[config.mk]
export PLATFORM = sky130hd
export DESIGN_NAME = cluster_event_fifo_reader_flat
export DESIGN_NICKNAME = d
export VERILOG_FILES = /design/src/rtl/cluster_event_fifo_reader_pkg.sv /design/src/rtl/cluster_event_fifo_reader_if.sv /design/src/rtl/cluster_event_fifo_reader_sync.sv /design/src/rtl/cluster_event_fifo_reader.sv /design/src/flat_wrapper.sv
export SDC_FILE = /design/constraint.sdc
export NUM_CORES = 1
export LEC_CHECK = 0
export CAP_MARGIN = 10
export CORE_ASPECT_RATIO = 0.6
export CORE_MARGIN = 1
export CORE_UTILIZATION = 37
export CTS_BUF_LIST = sky130_fd_sc_hd__clkbuf_16
export DETAILED_ROUTE_END_ITERATION = 8
export GPL_ROUTABILITY_DRIVEN = 0
export PLACE_DENSITY = 0.83
export REMOVE_ABC_BUFFERS = 1
export SETUP_SLACK_MARGIN = 0.3
export SLEW_MARGIN = 20
export SYNTH_ARGS = -nofsm -noshare
export SYNTH_HDL_FRONTEND = slang
export SYNTH_SLANG_ARGS = --single-unit
export TNS_END_PERCENT = 100
[constraint.sdc]
create_clock -name clk_i -period 2 [get_ports clk_i]
set_clock_uncertainty 0.1 [all_clocks]
set_input_delay 0.4 -clock clk_i [delete_from_list [all_inputs] [get_ports clk_i]]
set_output_delay 0.4 -clock clk_i [all_outputs]
set_load 0.02 [all_outputs]
[src/rtl/cluster_event_fifo_reader_pkg.sv]
// cluster_evt_fifo_pkg: shared definitions for the SoC->cluster event FIFO.
// Holds the default geometry agreed with the SoC-side writer, the pointer
// type, and width-generic gray/binary conversions.
// The conversions work on a 32-bit container. Callers zero-extend the input
// and truncate the result. Leading zeros do not disturb either transform,
// so the functions are correct for any pointer width up to 32.
package cluster_evt_fifo_pkg;

  localparam int DEF_LOG_DEPTH  = 3;
  localparam int DEF_EVNT_WIDTH = 8;

  // Pointer type for the default geometry: one extra MSB marks the wrap lap.
  typedef logic [DEF_LOG_DEPTH:0] evt_ptr_t;

  function automatic logic [31:0] bin2gray(input logic [31:0] b);
    return b ^ (b >> 1);
  endfunction

  function automatic logic [31:0] gray2bin(input logic [31:0] g);
    logic [31:0] b;
    b[31] = g[31];
    for (int i = 30; i >= 0; i--) b[i] = b[i+1] ^ g[i];
    return b;
  endfunction

endpackage

[src/rtl/cluster_event_fifo_reader_if.sv]
// cluster_event_fifo_reader_if: bus between the SoC-side FIFO writer/storage
// and the cluster-side reader, plus the event valid/ready stream.
//   async_wptr_i  gray write pointer (SoC domain)
//   async_data_i  writer-held buffer entries (SoC domain)
//   async_rptr_o  gray read pointer returned to the writer
//   evt_valid_o / evt_data_o / evt_ready_i  event stream to the consumer
// Signal suffixes are relative to the reader.
// Modports:
//   master  the reader side
//   slave   the writer/consumer side
interface cluster_event_fifo_reader_if
  import cluster_evt_fifo_pkg::*;
#(
  parameter int LOG_DEPTH  = DEF_LOG_DEPTH,
  parameter int EVNT_WIDTH = DEF_EVNT_WIDTH
);
  logic [LOG_DEPTH:0]                           async_wptr_i;
  logic [2**LOG_DEPTH-1:0][EVNT_WIDTH-1:0]      async_data_i;
  logic [LOG_DEPTH:0]                           async_rptr_o;
  logic                                         evt_valid_o;
  logic [EVNT_WIDTH-1:0]                        evt_data_o;
  logic                                         evt_ready_i;

  modport master (
    input  async_wptr_i, async_data_i, evt_ready_i,
    output async_rptr_o, evt_valid_o, evt_data_o
  );

  modport slave (
    output async_wptr_i, async_data_i, evt_ready_i,
    input  async_rptr_o, evt_valid_o, evt_data_o
  );
endinterface

[src/rtl/cluster_event_fifo_reader_sync.sv]
// evt_ptr_sync: SYNC_STAGES-deep flop chain that brings a gray-coded pointer
// into the local clock domain. Reset is synchronous and active-high.
//   clk_i, rst_i  clock / reset
//   async_i       pointer from the foreign domain
//   sync_o        synchronized pointer (last stage)
// SYNC_STAGES must be at least 2.
module evt_ptr_sync #(
  parameter int W           = 4,
  parameter int SYNC_STAGES = 2
) (
  input  logic         clk_i,
  input  logic         rst_i,
  input  logic [W-1:0] async_i,
  output logic [W-1:0] sync_o
);
  logic [SYNC_STAGES-1:0][W-1:0] stg;

  always_ff @(posedge clk_i) begin
    if (rst_i) begin
      stg <= '0;
    end else begin
      stg[0] <= async_i;
      for (int i = 1; i < SYNC_STAGES; i++) stg[i] <= stg[i-1];
    end
  end

  assign sync_o = stg[SYNC_STAGES-1];
endmodule

[src/rtl/cluster_event_fifo_reader.sv]
// cluster_event_fifo_reader: cluster-side read endpoint of the SoC->cluster
// event dual-clock FIFO. It performs four jobs:
//   - synchronizes the writer's gray pointer,
//   - detects non-empty,
//   - pops entries into a registered valid/ready output stage,
//   - returns its own gray read pointer.
// Ports:
//   clk_i, rst_i  cluster clock; synchronous active-high reset
//   bus           cluster_event_fifo_reader_if.master (pointers, data, event stream)
//   fill_level_o  entries still in the buffer (optional)
// Optional feature: `define CLUSTER_EVT_FIFO_FILL_LEVEL_EN adds the
// registered fill_level_o output. When it is undefined, the port and its
// logic do not exist.
module cluster_event_fifo_reader
  import cluster_evt_fifo_pkg::*;
#(
  parameter int LOG_DEPTH   = DEF_LOG_DEPTH,
  parameter int EVNT_WIDTH  = DEF_EVNT_WIDTH,
  parameter int SYNC_STAGES = 2
) (
  input  logic                         clk_i,
  input  logic                         rst_i,
  cluster_event_fifo_reader_if.master  bus
`ifdef CLUSTER_EVT_FIFO_FILL_LEVEL_EN
  ,
  output logic [LOG_DEPTH:0]           fill_level_o
`endif
);
  localparam int PW = LOG_DEPTH + 1;

  logic [PW-1:0] wptr_sync, wptr_bin, rptr_bin, rptr_nxt;
  logic          empty, pop;

  evt_ptr_sync #(.W(PW), .SYNC_STAGES(SYNC_STAGES)) u_wptr_sync (
    .clk_i   (clk_i),
    .rst_i   (rst_i),
    .async_i (bus.async_wptr_i),
    .sync_o  (wptr_sync)
  );

  assign wptr_bin = PW'(gray2bin(32'(wptr_sync)));
  // Compare at full width. The MSB separates laps, so equality means empty.
  assign empty    = (wptr_bin == rptr_bin);
  // Refill the output register when it is free or is being drained now.
  assign pop      = !empty && (!bus.evt_valid_o || bus.evt_ready_i);
  assign rptr_nxt = rptr_bin + PW'(1);

  // The slot is handed back to the writer at pop time. Its word has already
  // been copied into evt_data_o, so the writer may overwrite the slot.
  always_ff @(posedge clk_i) begin
    if (rst_i) begin
      rptr_bin         <= '0;
      bus.async_rptr_o <= '0;
      bus.evt_valid_o  <= 1'b0;
      bus.evt_data_o   <= '0;
    end else if (pop) begin
      bus.evt_data_o   <= bus.async_data_i[rptr_bin[LOG_DEPTH-1:0]];
      bus.evt_valid_o  <= 1'b1;
      rptr_bin         <= rptr_nxt;
      bus.async_rptr_o <= PW'(bin2gray(32'(rptr_nxt)));
    end else if (bus.evt_ready_i && bus.evt_valid_o) begin
      bus.evt_valid_o  <= 1'b0;
    end
  end

`ifdef CLUSTER_EVT_FIFO_FILL_LEVEL_EN
  // Counts against the post-edge read pointer, so the word just moved into
  // the output register is not counted.
  always_ff @(posedge clk_i) begin
    if (rst_i) fill_level_o <= '0;
    else       fill_level_o <= wptr_bin - (pop ? rptr_nxt : rptr_bin);
  end
`endif
endmodule

[src/flat_wrapper.sv]
// flat-port wrapper written by rule: the top's interface ports become plain ports
module cluster_event_fifo_reader_flat import cluster_evt_fifo_pkg::*;
#(
  parameter int LOG_DEPTH   = DEF_LOG_DEPTH,
  parameter int EVNT_WIDTH  = DEF_EVNT_WIDTH,
  parameter int SYNC_STAGES = 2
)
  (clk_i, rst_i, bus_async_wptr_i, bus_async_data_i, bus_evt_ready_i, bus_async_rptr_o, bus_evt_valid_o, bus_evt_data_o);
  cluster_event_fifo_reader_if #(.LOG_DEPTH(LOG_DEPTH), .EVNT_WIDTH(EVNT_WIDTH)) bus_i ();
  input  logic clk_i;
  input  logic rst_i;
  input wire logic [$bits(bus_i.async_wptr_i)-1:0] bus_async_wptr_i;
  input wire logic [$bits(bus_i.async_data_i)-1:0] bus_async_data_i;
  input wire logic [$bits(bus_i.evt_ready_i)-1:0] bus_evt_ready_i;
  output wire logic [$bits(bus_i.async_rptr_o)-1:0] bus_async_rptr_o;
  output wire logic [$bits(bus_i.evt_valid_o)-1:0] bus_evt_valid_o;
  output wire logic [$bits(bus_i.evt_data_o)-1:0] bus_evt_data_o;
  assign bus_i.async_wptr_i = bus_async_wptr_i;
  assign bus_i.async_data_i = bus_async_data_i;
  assign bus_i.evt_ready_i = bus_evt_ready_i;
  assign bus_async_rptr_o = bus_i.async_rptr_o;
  assign bus_evt_valid_o = bus_i.evt_valid_o;
  assign bus_evt_data_o = bus_i.evt_data_o;
  cluster_event_fifo_reader #(.LOG_DEPTH(LOG_DEPTH), .EVNT_WIDTH(EVNT_WIDTH), .SYNC_STAGES(SYNC_STAGES)) u_core (.clk_i(clk_i), .rst_i(rst_i), .bus(bus_i));
endmodule
# Yosys cells after proc, flatten, opt, wreduce, memory -nomap -nowiden
# Index checks and enable logic that the tools add are counted.
[word_totals]
word_cells = 23
ff_bits = 25
output_inout_bits = 13
[op_classes]
reduce_logical = 6
magnitude_cmp = 1
n_bitwise = 4
eq_ne = 1
addsub = 1
muxes = 4
[op_table]
columns = ["operator", "n"]
rows = [
  ["8-bit binary-select mux with 3-bit select", 1],
  ["8-bit two-way mux", 1],
  ["4-bit by 1-bit adder with 4-bit output (second input constant)", 1],
  ["4-bit equality test", 1],
  ["3-bit by 4-bit < comparator with 1-bit output (second input constant)", 1],
  ["4-bit by 3-bit bitwise XOR with 4-bit output", 1],
  ["1-bit bitwise XOR", 3],
  ["1-bit logical AND", 2],
  ["1-bit zero test", 2],
  ["1-bit two-way mux", 2],
  ["2-bit nonzero test", 1],
  ["1-bit logical OR", 1],
]

# Depth between registers and ports, before layout
[depth]
word_depth = 7
mapped_depth = 6
mapped_depth_nobuf = 5

# Hierarchy
# Synthesis repeated with hierarchy kept, for this count alone.
[unflattened]
cells_unflattened = 126
hier_area_um2 = 1440.1
[by_module_without_submodules]
columns = ["module", "n_inst", "area_each_um2", "cells_per_inst"]
rows = [
  ["cluster_event_fifo_reader", 1, 1199.9, 106],
  ["evt_ptr_sync", 1, 240.2, 20],
]

# Worst setup path before layout
# No wires, ideal clock.
[synth_timing]
path_type = "flip-flop to flip-flop"
start = "register u_core.rptr_bin[3]"
end = "register u_core.rptr_bin[1]"
t_arrival_ns = 1.393
path_buffers = 1
path_slack_ns = 0.379
setup_time_ns = 0.128
stages_incl_launch_ff = 7
cell_sequence = "dfxtp_1 -> or2_2 -> mux2i_1 -> a31oi_4 -> buf_6 -> mux2i_1 -> nor2_1"
[synth_via]
elab_chain_len = 3
[synth_lines]
columns = ["item", "line_no", "source"]
rows = [
  ["start, declared", "cluster_event_fifo_reader.sv:31", "logic [PW-1:0] wptr_sync, wptr_bin, rptr_bin, rptr_nxt;"],
  ["start signal, assigned", "cluster_event_fifo_reader.sv:59", "rptr_bin <= rptr_nxt;"],
  ["4-bit equality test", "cluster_event_fifo_reader.sv:43", "assign empty = (wptr_bin == rptr_bin);"],
  ["1-bit zero test", "cluster_event_fifo_reader.sv:45", "assign pop = !empty && (!bus.evt_valid_o || bus.evt_ready_i);"],
  ["1-bit logical AND", "cluster_event_fifo_reader.sv:45", ""],
]
# No other way between the ends.
# A chain may end at the register's enable or synchronous reset.

# Worst setup path in the final report
[layout_timing]
start = "register u_core.rptr_bin[2]"
end = "register u_core.rptr_bin[2]"
[layout_via]
elab_chain_len = 3
word_cells_on_any_way = 4
classes_between = "1 x add/sub; 1 x eq/ne; 2 x reduce/logical"
[layout_lines]
columns = ["item"]
rows = [
  ["branches (longest 3 deep; another with 4-bit by 1-bit adder with 4-bit output)"],
]
# Parallel ways; which one is timed is not known.

==> metrics.md <==
| Metric | Value |
|---|---|
| Post-route setup slack | `0.363 ns` |
| GRT Total Usage | `0.192` |
| Min Tclk post-route | `1.64 ns` |
| Worst-path maximum fanout | `25` |
| Period utilisation layout | `0.818` |
| Pre-antenna DRT Iters | `4` |
| Vias in the first global route | `1,334` |
| Worst r2r path cells | `6` |
| Worst slew margin | `0.781` |
| Final Power | `2.77 mW` |
| Hold Crit Class | `register to register` |
| Die width | `81.7 microns` |
| Lkg Pwr | `0.954 nW` |
| Yosys reg bits | `24` |
| Routed wire length | `3560 microns` |
| Area after DPL | `0.00230 sq mm` |
| Synth unique cells | `24` |
| CTS HTree Levels | `1` |
| First-pass GRT wire length | `5930 microns` |
| Antenna fix cells | `0` |
| Layout area overhead | `72.5%` |
| Final core occ | `0.706` |
| Critical path arrival | `1.72 ns` |
| Synth Instances | `122` |
| Clock Latency Late Sink | `0.25 ns` |
| Total grt overflow | `0` |
| Commonest non-fill, non-tap cell in the layout | `clkdlybuf4s50_1` |
| Die Area | `0.00407 sq mm` |
| Hold Vio Cnt, Final | `0` |
| DP HPWL | `2820 microns` |
| Hold Path End | `u_core.u_wptr_sync.sync_o[3]` |
| Worst Path Required | `2.08 ns` |
| Post-Place Worst Slack | `0.196 ns` |
| Cell Rows | `16` |
| Main flop type after synthesis | `dfxtp_1` |
| # DRC | `0` |
| Post-route design area | `0.00243 sq mm` |
| R2R Setup Slk | `0.36 ns` |
| Clock slew at reported path FFs | `0.06 ns` |
| Commonest cells after routing, fill and taps aside | `clkdlybuf4s50_1, dfxtp_1, mux4_2` |
| Register area share after synthesis | `0.341` |
| Hold path cells | `1` |
| Initial antenna violation count | `0` |
| Vias per cell | `5.02` |
| MaxCap Viol Count | `0` |
| Number of synthesized flops with an enable pin | `0` |
| Root buffer cell | `clkbuf_16` |
| Clk sinks | `24` |
| I/O pins | `84` |
| Core area | `0.00344 sq mm` |
| CTS Buffer Depth | `2` |
| Critical Path Start | `u_core.rptr_bin[2]` |
| Ys Warns | `0` |
| # nets final | `278` |
| Slew @ Worst Pin | `0.326 ns` |
| Crit end category | `register` |
| Hold wc startpoint | `u_core.u_wptr_sync.stg[3]` |
| WL per Instance | `14.2 microns` |
| Share of layout cells above drive strength 1 | `0.161` |
| Starting DRT DRC Count | `26` |
| Power per Cell Area | `1140 mW/mm^2` |
| Critical path class | `register to register` |
| Fmax | `611 MHz` |
| Die height | `49.8 microns` |
| Fin Setup TNS | `0 ns` |
| RSZ-0062 raised after global routing | `yes` |
| CTS buffer count | `3` |
| Port Buffers | `83` |
| Crit start category | `register` |
| Initial Utilization | `0.410` |
| Detail Route Antenna Nets | `0` |
| Vias | `1,256` |
| # setup viols final | `0` |
| Post-Syn Area | `0.00141 sq mm` |
| Status | `complete, no violations` |
| FF-to-FF End | `u_core.rptr_bin[2]` |
| Pin count of the biggest net entering global routing | `26` |
| Pins over their slew limit | `0` |
| Peak VDD IR | `0.00101 V` |
| Mapped Avg Cell Area | `11.6 sq um` |
| FF-to-FF Start | `u_core.rptr_bin[2]` |
| CTS tree | `yes` |
| Asr flop ratio synth | `0` |
-- worst max-delay path by stage --
stage | to | slack (ns) | cells after the start
2_1_floorplan | u_core.rptr_bin[1] | -0.31 | 4
3_3_place_gp | u_core.rptr_bin[1] | 0.27 | 6
3_5_place_dp | u_core.rptr_bin[2] | 0.20 | 6
4_1_cts | u_core.rptr_bin[2] | 0.30 | 6
5_1_grt | u_core.bus.async_rptr_o[2] | 0.27 | 6
6_report | u_core.rptr_bin[2] | 0.36 | 6
-- Yosys cell counts (all sizes together) (2+ instances only) --
| master | count | share of area |
|---|---|---|
| mux2i | 13 | 0.092 |
| buf | 8 | 0.034 |
| a21oi | 2 | 0.0071 |
| clkbuf | 2 | 0.0053 |
| dfxtp | 24 | 0.34 |
| xnor2 | 10 | 0.062 |
| xor2 | 2 | 0.012 |
| nand3 | 2 | 0.0071 |
| nor2 | 15 | 0.040 |
| mux4 | 16 | 0.26 |
| a211oi | 8 | 0.043 |
| nor2b | 9 | 0.040 |
| nand2 | 3 | 0.0080 |
-- routing by layer --
| layer | share of wire | wire length [microns] | vias to the layer above | track usage |
|---|---|---|---|---|
| met5 | 0 | 0 | - | 0 |
| met4 | 0.022 | 77 | 0 | 0.0585 |
| met3 | 0.065 | 230 | 10 | 0.0463 |
| met2 | 0.51 | 1830 | 56 | 0.342 |
| met1 | 0.40 | 1420 | 574 | 0.228 |
| li1 | - | - | 616 | - |
-- registers in the layout (all words and copies together), names as in the netlist --
signal                     cells
u_core.bus.async_rptr_o        3
u_core.bus.evt_data_o          8
u_core.bus.evt_valid_o         1
u_core.rptr_bin                4
u_core.u_wptr_sync.stg         4
u_core.u_wptr_sync.sync_o      4
-- worst max-delay path, cell delays in order (launching register included) --
cell and delay [ns]:
dfxtp_1 0.33, xnor2_2 0.22, mux2i_4 0.29, a31oi_4 0.11, buf_12 0.18, a21bo_1 0.20, a21oi_1 0.12
-- kinds of logic after synthesis --
family	synth area share
AND/OR/NAND/NOR	0.109
adder cells (fa/ha/maj)	0.00887
XOR/XNOR	0.0745
buffers and inverters	0.0417
multiplexers	0.348
flip-flops	0.341
AO/OA/AOI/OAI	0.0772
-- where the power goes --
| group | internal [mW] | leakage [nW] | switching [mW] |
|---|---|---|---|
| combinational | 0.833 | 0.704 | 0.713 |
| sequential | 0.602 | 0.199 | 0.0674 |
| clock | 0.397 | 0.0511 | 0.159 |
-- timing repair --
action	in CTS	in global routing
endpoints found under the hold margin	0	0
endpoints found under the setup margin	11	14
buffers inserted	0	0
gates resized for setup	11	10
hold buffers	0	0
pin swaps	0	1
-- per-stage QoR --
stage | hold slack, ns | std cells
after floorplan | 0.314 | 112
after global placement | 0.323 | 246
after detailed placement | 0.327 | 246
after CTS | 0.345 | 250
after global routing | 0.360 | 250
final | 0.341 | 250
-- final cells by class --
class | count | area, sq um
clock buffers | 3 | 75.1
clock inverters | 1 | 30.0
fillers | 277 | 1010
inverters | 1 | 3.75
multi-input cells | 87 | 893
flip-flops and latches | 24 | 483
well taps | 45 | 56.3
repair buffers | 89 | 891
Note: power is estimated with default switching activity, not from simulation.
